===== src/rtl/vdot_pkg.sv =====
// Shared types and default sizes for the VDOT sequencer.
//   state_e : sequencer state encoding (IDLE / MUL / DONE)
//   *_DEF   : default lane count and element width (LANES*ELEM_W == DATA_W)
package vdot_pkg;

    localparam int unsigned LANES_DEF  = 4;
    localparam int unsigned ELEM_W_DEF = 8;
    localparam int unsigned DATA_W     = 32;
    localparam int unsigned ADDR_W     = 5;
    localparam int unsigned PERF_W     = 16;

    typedef enum logic [1:0] {
        IDLE = 2'd0,
        MUL  = 2'd1,
        DONE = 2'd2
    } state_e;

endpackage


===== src/rtl/vdot_mul8.sv =====
// Combinational element multiplier shared across all lanes.
//   a_i, b_i  : one element from each operand
//   signed_i  : 1 = two's complement elements, 0 = unsigned
//   prod_o    : signed product of the (ELEM_W+1)-bit extended elements
module vdot_mul8 #(
    parameter int unsigned ELEM_W = 8
) (
    input  logic [ELEM_W-1:0]          a_i,
    input  logic [ELEM_W-1:0]          b_i,
    input  logic                       signed_i,
    output logic signed [2*ELEM_W+1:0] prod_o
);

    localparam int unsigned PROD_W = 2 * (ELEM_W + 1);

    logic signed [ELEM_W:0] a_x;
    logic signed [ELEM_W:0] b_x;

    // One extra bit lets a single signed multiplier cover both modes.
    always_comb begin
        a_x    = $signed({signed_i & a_i[ELEM_W-1], a_i});
        b_x    = $signed({signed_i & b_i[ELEM_W-1], b_i});
        prod_o = PROD_W'(a_x) * PROD_W'(b_x);
    end

endmodule


===== src/rtl/vdot_seq.sv =====
// Multi-cycle packed dot-product sequencer: one lane product per cycle.
//   clk, rst (async, active-low)
//   start_valid/start_ready, rs1Data, rs2Data, rdAddr, signed_mode : op issue
//   flush        : synchronous kill of the in-flight or held op
//   res_valid/res_ready, VDOTOut, res_rdAddr : result to writeback
//   busy         : state is not IDLE
//   cnt_clr, busy_cycles : saturating count of non-IDLE cycles
module vdot_seq
    import vdot_pkg::*;
#(
    parameter int unsigned LANES  = LANES_DEF,
    parameter int unsigned ELEM_W = ELEM_W_DEF
) (
    input  logic              clk,
    input  logic              rst,
    input  logic              start_valid,
    output logic              start_ready,
    input  logic [DATA_W-1:0] rs1Data,
    input  logic [DATA_W-1:0] rs2Data,
    input  logic [ADDR_W-1:0] rdAddr,
    input  logic              signed_mode,
    input  logic              flush,
    output logic              res_valid,
    input  logic              res_ready,
    output logic [DATA_W-1:0] VDOTOut,
    output logic [ADDR_W-1:0] res_rdAddr,
    output logic              busy,
    input  logic              cnt_clr,
    output logic [PERF_W-1:0] busy_cycles
);

    localparam int unsigned CNT_W  = (LANES > 1) ? $clog2(LANES) : 1;
    localparam int unsigned PROD_W = 2 * (ELEM_W + 1);
    localparam logic [CNT_W-1:0]  LAST_LANE = CNT_W'(LANES - 1);
    localparam logic [PERF_W-1:0] BC_MAX    = '1;

    state_e            state_q, state_d;
    logic [DATA_W-1:0] op_a_q, op_a_d;
    logic [DATA_W-1:0] op_b_q, op_b_d;
    logic [DATA_W-1:0] acc_q, acc_d;
    logic [DATA_W-1:0] vdot_q, vdot_d;
    logic [ADDR_W-1:0] rd_q, rd_d;
    logic [ADDR_W-1:0] res_rd_q, res_rd_d;
    logic              sm_q, sm_d;
    logic              res_valid_q, res_valid_d;
    logic              busy_q, busy_d;
    logic [CNT_W-1:0]  lane_q, lane_d;
    logic [PERF_W-1:0] bc_q, bc_d;

    logic              accept;
    logic              handshake;
    logic              last_lane;
    logic [ELEM_W-1:0] a_lane;
    logic [ELEM_W-1:0] b_lane;
    logic signed [PROD_W-1:0] prod;
    logic [DATA_W-1:0] prod_ext;

    // Handshake decode; start_ready is combinational so a held result can
    // be retired and the next op accepted on the same edge.
    assign start_ready = !flush && ((state_q == IDLE) ||
                                    ((state_q == DONE) && res_ready));
    assign accept      = start_valid && start_ready;
    assign handshake   = res_valid_q && res_ready;
    assign last_lane   = (lane_q == LAST_LANE);

    // Lane select feeding the single shared multiplier.
    assign a_lane   = op_a_q[lane_q*ELEM_W +: ELEM_W];
    assign b_lane   = op_b_q[lane_q*ELEM_W +: ELEM_W];
    assign prod_ext = DATA_W'(prod);

    vdot_mul8 #(
        .ELEM_W (ELEM_W)
    ) u_mul (
        .a_i      (a_lane),
        .b_i      (b_lane),
        .signed_i (sm_q),
        .prod_o   (prod)
    );

    // State register.
    always_ff @(posedge clk or negedge rst) begin
        if (!rst) begin
            state_q <= IDLE;
        end else begin
            state_q <= state_d;
        end
    end

    // Next-state logic; flush wins over everything.
    always_comb begin
        state_d = state_q;
        case (state_q)
            IDLE: if (accept) state_d = MUL;
            MUL:  if (last_lane) state_d = DONE;
            DONE: begin
                if (accept)         state_d = MUL;
                else if (handshake) state_d = IDLE;
            end
            default: state_d = IDLE;
        endcase
        if (flush) state_d = IDLE;
    end

    // Datapath and registered-output next values.
    always_comb begin
        op_a_d      = op_a_q;
        op_b_d      = op_b_q;
        rd_d        = rd_q;
        sm_d        = sm_q;
        acc_d       = acc_q;
        lane_d      = lane_q;
        vdot_d      = vdot_q;
        res_rd_d    = res_rd_q;
        res_valid_d = (state_d == DONE);
        busy_d      = (state_d != IDLE);

        if (accept) begin
            op_a_d = rs1Data;
            op_b_d = rs2Data;
            rd_d   = rdAddr;
            sm_d   = signed_mode;
            acc_d  = '0;
            lane_d = '0;
        end else if ((state_q == MUL) && !flush) begin
            acc_d  = acc_q + prod_ext;
            lane_d = lane_q + CNT_W'(1);
            // Result registers only move when a new result is published.
            if (last_lane) begin
                vdot_d   = acc_q + prod_ext;
                res_rd_d = rd_q;
            end
        end

        if (cnt_clr) begin
            bc_d = '0;
        end else if (busy_q && (bc_q != BC_MAX)) begin
            bc_d = bc_q + PERF_W'(1);
        end else begin
            bc_d = bc_q;
        end
    end

    // Datapath registers.
    always_ff @(posedge clk or negedge rst) begin
        if (!rst) begin
            op_a_q      <= '0;
            op_b_q      <= '0;
            rd_q        <= '0;
            sm_q        <= 1'b0;
            acc_q       <= '0;
            lane_q      <= '0;
            vdot_q      <= '0;
            res_rd_q    <= '0;
            res_valid_q <= 1'b0;
            busy_q      <= 1'b0;
            bc_q        <= '0;
        end else begin
            op_a_q      <= op_a_d;
            op_b_q      <= op_b_d;
            rd_q        <= rd_d;
            sm_q        <= sm_d;
            acc_q       <= acc_d;
            lane_q      <= lane_d;
            vdot_q      <= vdot_d;
            res_rd_q    <= res_rd_d;
            res_valid_q <= res_valid_d;
            busy_q      <= busy_d;
            bc_q        <= bc_d;
        end
    end

    assign res_valid   = res_valid_q;
    assign VDOTOut     = vdot_q;
    assign res_rdAddr  = res_rd_q;
    assign busy        = busy_q;
    assign busy_cycles = bc_q;

endmodule


===== config.mk =====
export PLATFORM = sky130hd
export DESIGN_NAME = vdot_seq
export DESIGN_NICKNAME = d
export VERILOG_FILES = /design/src/rtl/vdot_pkg.sv /design/src/rtl/vdot_mul8.sv /design/src/rtl/vdot_seq.sv
export SDC_FILE = /design/constraint.sdc
export NUM_CORES = 1
export LEC_CHECK = 0
export BUFFER_PORTS_ARGS = -buffer_cell sky130_fd_sc_hd__buf_2
export CAP_MARGIN = 10
export CORE_ASPECT_RATIO = 1.1
export CORE_UTILIZATION = 50
export CTS_BUF_LIST = sky130_fd_sc_hd__clkbuf_8
export DETAILED_ROUTE_END_ITERATION = 16
export PLACE_DENSITY = 0.8
export SYNTH_ARGS = -nofsm -noshare
export SYNTH_HDL_FRONTEND = slang
export SYNTH_SLANG_ARGS = --single-unit

===== constraint.sdc =====
create_clock -name clk -period 9.27 [get_ports clk]
set_clock_uncertainty 0.15 [all_clocks]
set_input_delay 0.927 -clock clk [delete_from_list [all_inputs] [get_ports clk]]
set_output_delay 0.927 -clock clk [all_outputs]
set_load 0.02 [all_outputs]

==> results of run 1 <==
-- per-layer routing --
layer | vias to the layer above | share of wire (%)
met1 | 4034 | 44
li1 | 3866 | -
met2 | 163 | 50
met3 | 33 | 3.8
met4 | 0 | 2.0
met5 | - | 0
-- kinds of logic after synthesis --
logic type               Yosys count  share of synthesized area [%]
AND/OR/NAND/NOR                  291                           12.5
multiplexers                      95                           11.1
buffers and inverters            134                           4.67
AO/OA/AOI/OAI                    182                           10.2
flip-flops                       161                           36.0
XOR/XNOR                          59                           4.75
adder cells (fa/ha/maj)          143                           20.8
-- synthesized netlist by cell type (8+ instances only) --
cell type	number
nand4_1	8
xnor2_1	31
inv_1	92
xor2_1	26
fa_1	72
nand2_1	132
a21o_1	14
nand3_1	15
ha_1	71
nor2_1	45
o21bai_1	9
o21ai_0	54
mux2_2	78
mux4_2	16
dfrtp_1	161
o22ai_1	28
nor2b_1	10
and2_1	38
a21oi_1	37
clkbuf_1	34
-- cells in the final DEF (no fill, tap or decap), drive strengths merged, types with 17 or more instances in the layout --
cell type  instances
a21oi             38
and2              39
buf              139
clkbuf            17
dfrtp            161
fa                72
ha                71
inv              101
mux2              78
nand2            132
nor2              45
o21ai             57
o22ai             28
xnor2             32
xor2              27
-- sequential cells by signal, summed over array words and instances, names as in the netlist, 2 cells and up --
signal and flops:
acc_q 32, op_b_q 32, op_a_q 32, busy_cycles 16
VDOTOut 32, lane_q 2, res_rdAddr 5, state_q 2
rd_q 5
-- stage by stage --
step                      cell area [sq um]  hold slack [ps]
after floorplan                       11200              306
after global placement                12100              307
after detailed placement              12100              315
after CTS                             12500              336
after global routing                  12500              352
final                                 12500              327
-- layout make-up --
class,instances,area share (%)
clock buffer,17,1.87
clock inverter,15,1.20
inverter,92,2.76
multi-input combinational,770,53.2
sequential,161,32.2
tap,295,2.95
timing repair buffer,139,5.77
-- worst max-delay path: cells and delay by family, from the launching register on --
family | cells | cell delay (ps)
adders and majority gates | 7 | 3310
AOI/OAI and AO/OA | 10 | 2340
xor gates and xnor gates | 2 | 640
DFF | 1 | 610
and+or+nand+nor | 4 | 570
buffers and inverters | 5 | 450
muxes | 1 | 410
-- worst max-delay path by stage --
stage               from     endpoint  slack (ps)  cells after the start
6_report       lane_q[1]    acc_q[31]         680                     29
5_1_grt        lane_q[1]    acc_q[31]         230                     29
4_1_cts        lane_q[0]    acc_q[31]         640                     28
3_5_place_dp   lane_q[0]    acc_q[31]         680                     28
3_3_place_gp   lane_q[1]    acc_q[31]         950                     29
2_1_floorplan  lane_q[0]  VDOTOut[31]         710                     30
==> summary.md, run 1 <==
| Metric | Value |
|---|---|
| Worst setup margin | between 600 and 700 ps |
| Vias in the first global route | 8183 |
| Tmin final | 8590 ps |
| WL per Instance | 15.9 um |
| First-pass GRT wire length | 39600 um |
| Setup-failing EPs final | 0 |
| MaxCap Viol Count | 0 |
| End of the worst hold path | VDOTOut[10] |
| Commonest register cell after synthesis | dfrtp_1 |
| Relative slew slack | 22.7% |
| Reg2reg setup slack | approximately 680 ps |
| Worst Hold Depth | 2 |
| CTS clk-pin slew, worst paths | 100 ps |
| Area share of the largest cell type after synthesis | 36.0% |
| Hold Path Class | reg2reg |
| Global routing met1 resource utilization | 29.6% |
| Post-synth EDFFs | 0 |
| Net Count, Synth | between 1000 and 1500 |
| Slew Limit Fails | 0 |
| Cts repair resizes | 0 |
| Gpl congestion | 0.905 |
| Area Growth Syn to Fin | 11.6% |
| Floorplan die width | approximately 140 um |
| Fin crit share | around 90% |
| # hold bufs at CTS | 0 |
| Post-synthesis sequential element count | approximately 160 |
| I/O Buffers | between 100 and 150 |
| I/O pins | 132 |
| CP max stage delay | 610 ps |
| Worst Tran Pin Value | around 1200 ps |
| Post-synthesis cell type count | 64 |
| Synth warnings | 0 |
| Endpoints failing hold | 0 |
| Drt total wl | ~24000 um |
| Post-DRT Antenna Nets | 0 |
| Hold Path Origin | VDOTOut[10] |
| Most used routing layer in global routing | met2 |
| Sequential share of the synthesized area | 36.0% |
| Slowest cell on crit path | dfrtp_1 |
| CTS Buffer Depth | 2 |
| Pre-CTS setup slack | 679 ps |
| Initial antenna violation count | 0 |
| Grt met3 use | 4.09% |
| Clock Sinks | 161 |
| Pin count of the biggest net entering global routing | 93 |
| Core footprint | about 22000 sq um |
| Nets@finish | 1400 |
| Synth top area cells | dfrtp_1 (36%), fa_1 (13%), ha_1 (7.9%) |
| Layout cells sized above 1 | 24.0% |
| Root Driver | clkbuf_8 |
| Post-CTS Setup Repair Bufs | 0 |
| Unrepaired setup endpoints after global routing | no |
| Worst setup path class | reg2reg |
| Vias | ~8100 |
| Synth Instances | 1065 |
| Die ar. | 23000 sq um |
| Post-layout util | 56.8% |
| Cts bufs inserted | 17 |
| Mapped Area | 11200 sq um |
| CTS tree | done |
| First-pass DRT Iterations | 5 |
| FF-to-FF path depth | 29 |
| Gr usage total | 21.9% |
| Clk_lat worst skew | 470 ps |
| Via density | ~5.4 |
| Worst reg2reg path startpoint | lane_q[1] |
| GR Layer Usage met2 | 35.7% |
| Initial Util | 50.8% |
| Placed Cells | 1457 |
| Outcome | completed |
| FMAX | 0.116 GHz |
| Setup TNS | 0 ps |
| Crit path DAT | 8800 ps |
| Grt ovf | 0 |
| Async SR Flop Fraction | 100% |
| Final Non-Filler Cells | 1489 |
| # diodes | 0 |
| H-tree Lvls | 4 |
| Crit. End Element | register |
| Critical Path RT | 9480 ps |
| Site Rows | 57 |
| CP most frequent cell | fa_1 |
| CP Launch Type | register |
| Initial drt markers | 499 |
| Detailed placer's ending HPWL | 17900 um |
| Residual DRC | 0 |
| Area of the multi-input gates | 6660 sq um |
| Reg area | 4030 sq um |
| CP max FO | 11 |
| Area leader, netlist | dfrtp_1 |
| Fillers | roughly 1900 |
| Syn avg cell area | 10.5 sq um |
| Die Ht | 159 um |
| Reg-to-Reg End | acc_q[31] |
Power of run 1 is left out: the tool's default activity adds up to more than one toggle a clock period on the data nets, which glitch-free logic cannot reach.
==> run 2, diff against run 1 <==
--- a/config.mk
+++ b/config.mk
@@ -8,10 +8,11 @@
 export BUFFER_PORTS_ARGS = -buffer_cell sky130_fd_sc_hd__buf_2
 export CAP_MARGIN = 10
 export CORE_ASPECT_RATIO = 1.1
-export CORE_UTILIZATION = 50
+export CORE_UTILIZATION = 60
 export CTS_BUF_LIST = sky130_fd_sc_hd__clkbuf_8
 export DETAILED_ROUTE_END_ITERATION = 16
-export PLACE_DENSITY = 0.8
+export GPL_ROUTABILITY_DRIVEN = 1
+export PLACE_DENSITY = 0.92
 export SYNTH_ARGS = -nofsm -noshare
 export SYNTH_HDL_FRONTEND = slang
 export SYNTH_SLANG_ARGS = --single-unit
==> summary.md, run 2 (same netlist as run 1, synthesis figures left out) <==
| Metric | Value |
|---|---|
| CTS Buffer Depth | 2 (unchanged) |
| Clk_lat worst skew | 480 ps (was 470 ps) |
| Initial Util | 61.1% (was 50.8%) |
| Initial antenna violation count | 1 (was 0) |
| Post-DRT Antenna Nets | 0 (unchanged) |
| FMAX | 0.115 GHz (was 0.116 GHz) |
| Via density | 5.82 (was 5.44) |
| # diodes | 0 (unchanged) |
| CTS tree | done (unchanged) |
| Site Rows | 52 (was 57) |
| Area Growth Syn to Fin | 11.2% (was 11.6%) |
| Clock Sinks | 161 (unchanged) |
| CP Launch Type | register (unchanged) |
| Gpl congestion | 0.950 (was 0.905) |
| Setup-failing EPs final | 0 (unchanged) |
| First-pass GRT wire length | 41500 um (was 39600 um) |
| Floorplan die width | 132 um (was 145 um) |
| CP most frequent cell | fa_1 (unchanged) |
| Residual DRC | 1 (was 0) |
| Post-CTS Setup Repair Bufs | 0 (unchanged) |
| Cts bufs inserted | 17 (unchanged) |
| CP max FO | 9 (was 11) |
| I/O pins | 132 (unchanged) |
| Die Ht | 145 um (was 159 um) |
| Crit path DAT | 8920 ps (was 8800 ps) |
| Setup TNS | 0 ps (unchanged) |
| Vias in the first global route | 8734 (was 8183) |
| Endpoints failing hold | 0 (unchanged) |
| WL per Instance | 17.2 um (was 15.9 um) |
| CTS clk-pin slew, worst paths | 110 ps (was 100 ps) |
| Core footprint | 18300 sq um (was 22000 sq um) |
| Worst setup path class | reg2reg (unchanged) |
| Most common cell after layout, fill and taps aside | dfrtp_1 (unchanged) |
| Unrepaired setup endpoints after global routing | no (unchanged) |
| CP max stage delay | 610 ps (about the same) |
| Pin count of the biggest net entering global routing | 90 (was 93) |
| Layout cells sized above 1 | 24.1% (was 24.0%) |
| Slew Limit Fails | 0 (unchanged) |
| Vias | 8369 (was 8096) |
| Tmin final | 8710 ps (was 8590 ps) |
| Critical Path RT | 9480 ps (about the same) |
| H-tree Lvls | 4 (unchanged) |
| First-pass DRT Iterations | 11 (was 5) |
| Hold Path Class | in2async (was reg2reg) |
| Die ar. | 19200 sq um (was 23000 sq um) |
| Crit. End Element | register (unchanged) |
| # hold bufs at CTS | 0 (unchanged) |
| Worst Tran Pin Value | 1170 ps (was 1160 ps) |
| Slowest cell on crit path | mux4_2 (was dfrtp_1) |
| Fin crit share | 94.0% (was 92.7%) |
| Reg2reg setup slack | 560 ps (was 680 ps) |
| Grt ovf | 0 (unchanged) |
| Initial drt markers | 599 (was 499) |
| Detailed placer's ending HPWL | 18600 um (was 17900 um) |
| I/O Buffers | 131 (unchanged) |
| Failing checks | DRC |
| Outcome | finished, violations left (was completed) |
| Drt total wl | 24700 um (was 23700 um) |
| Nets@finish | 1401 (was 1400) |
| Gr usage total | 27.3% (was 21.9%) |
| Most frequent cells in the layout | dfrtp_1 (161), nand2_1 (131), buf_2 (130) (unchanged) |
| Relative slew slack | 22.2% (was 22.7%) |
| Root Driver | clkbuf_8 (unchanged) |
| MaxCap Viol Count | 0 (unchanged) |
## run 2: critical path: cells and delay by family (launching register included)
kind                       cells  cell delay (ps)
AOI/OAI and AO/OA             10             2400
xor gates and xnor gates       2              540
adders and majority gates      7             3310
buffers and inverters          4              370
DFF                            1              530
muxes                          1              610
and+or+nand+nor                4              690
## run 2: final cells by class
| type | instances | area [sq um] |
|---|---|---|
| fill | 1362 | 5890 |
| inverter | 92 | 345 |
| clock inverter | 15 | 149 |
| sequential | 161 | 4030 |
| multi-input combinational | 770 | 6670 |
| timing repair buffer | 140 | 729 |
| clock buffer | 17 | 234 |
| tap | 243 | 304 |
## run 2: through the flow
stage | setup slack [ps] | hold slack, ps | utilization, % | area [sq um] | instances
after global routing | 70.4 | 363 | 67.9 | 12500 | 1438
after CTS | 413 | 337 | 67.9 | 12400 | 1438
final | 558 | 327 | 67.9 | 12500 | 1438
after floorplan | 707 | 306 | - | 11200 | 1065
after detailed placement | 478 | 315 | 65.8 | 12100 | 1406
after global placement | 708 | 308 | 65.8 | 12100 | 1406
## run 2: repair_timing
action	4_1_cts	5_1_grt
setup endpoints to repair	0	4
hold endpoints to repair	0	0
gates resized for setup	0	2
## run 2: worst paths after layout
path,startpoint,to,depth (start not counted)
max,lane_q[0],acc_q[31],28
min,rst,busy_cycles[11],1
max reg2reg,lane_q[0],acc_q[31],28
min reg2reg,VDOTOut[20],VDOTOut[20],2
max in group asynchronous,rst,op_b_q[4],2
min in group clk,VDOTOut[20],VDOTOut[20],2
## run 2: layer usage
| layer | track usage (%) | vias to the layer above | part of all wire, % |
|---|---|---|---|
| li1 | - | 3866 | - |
| met1 | 34.8 | 4108 | 41 |
| met2 | 45.4 | 309 | 50 |
| met3 | 5.21 | 86 | 5.6 |
| met4 | 11.9 | 0 | 3.5 |
| met5 | 0 | - | 0 |
Power of run 2 is left out for the same reason.
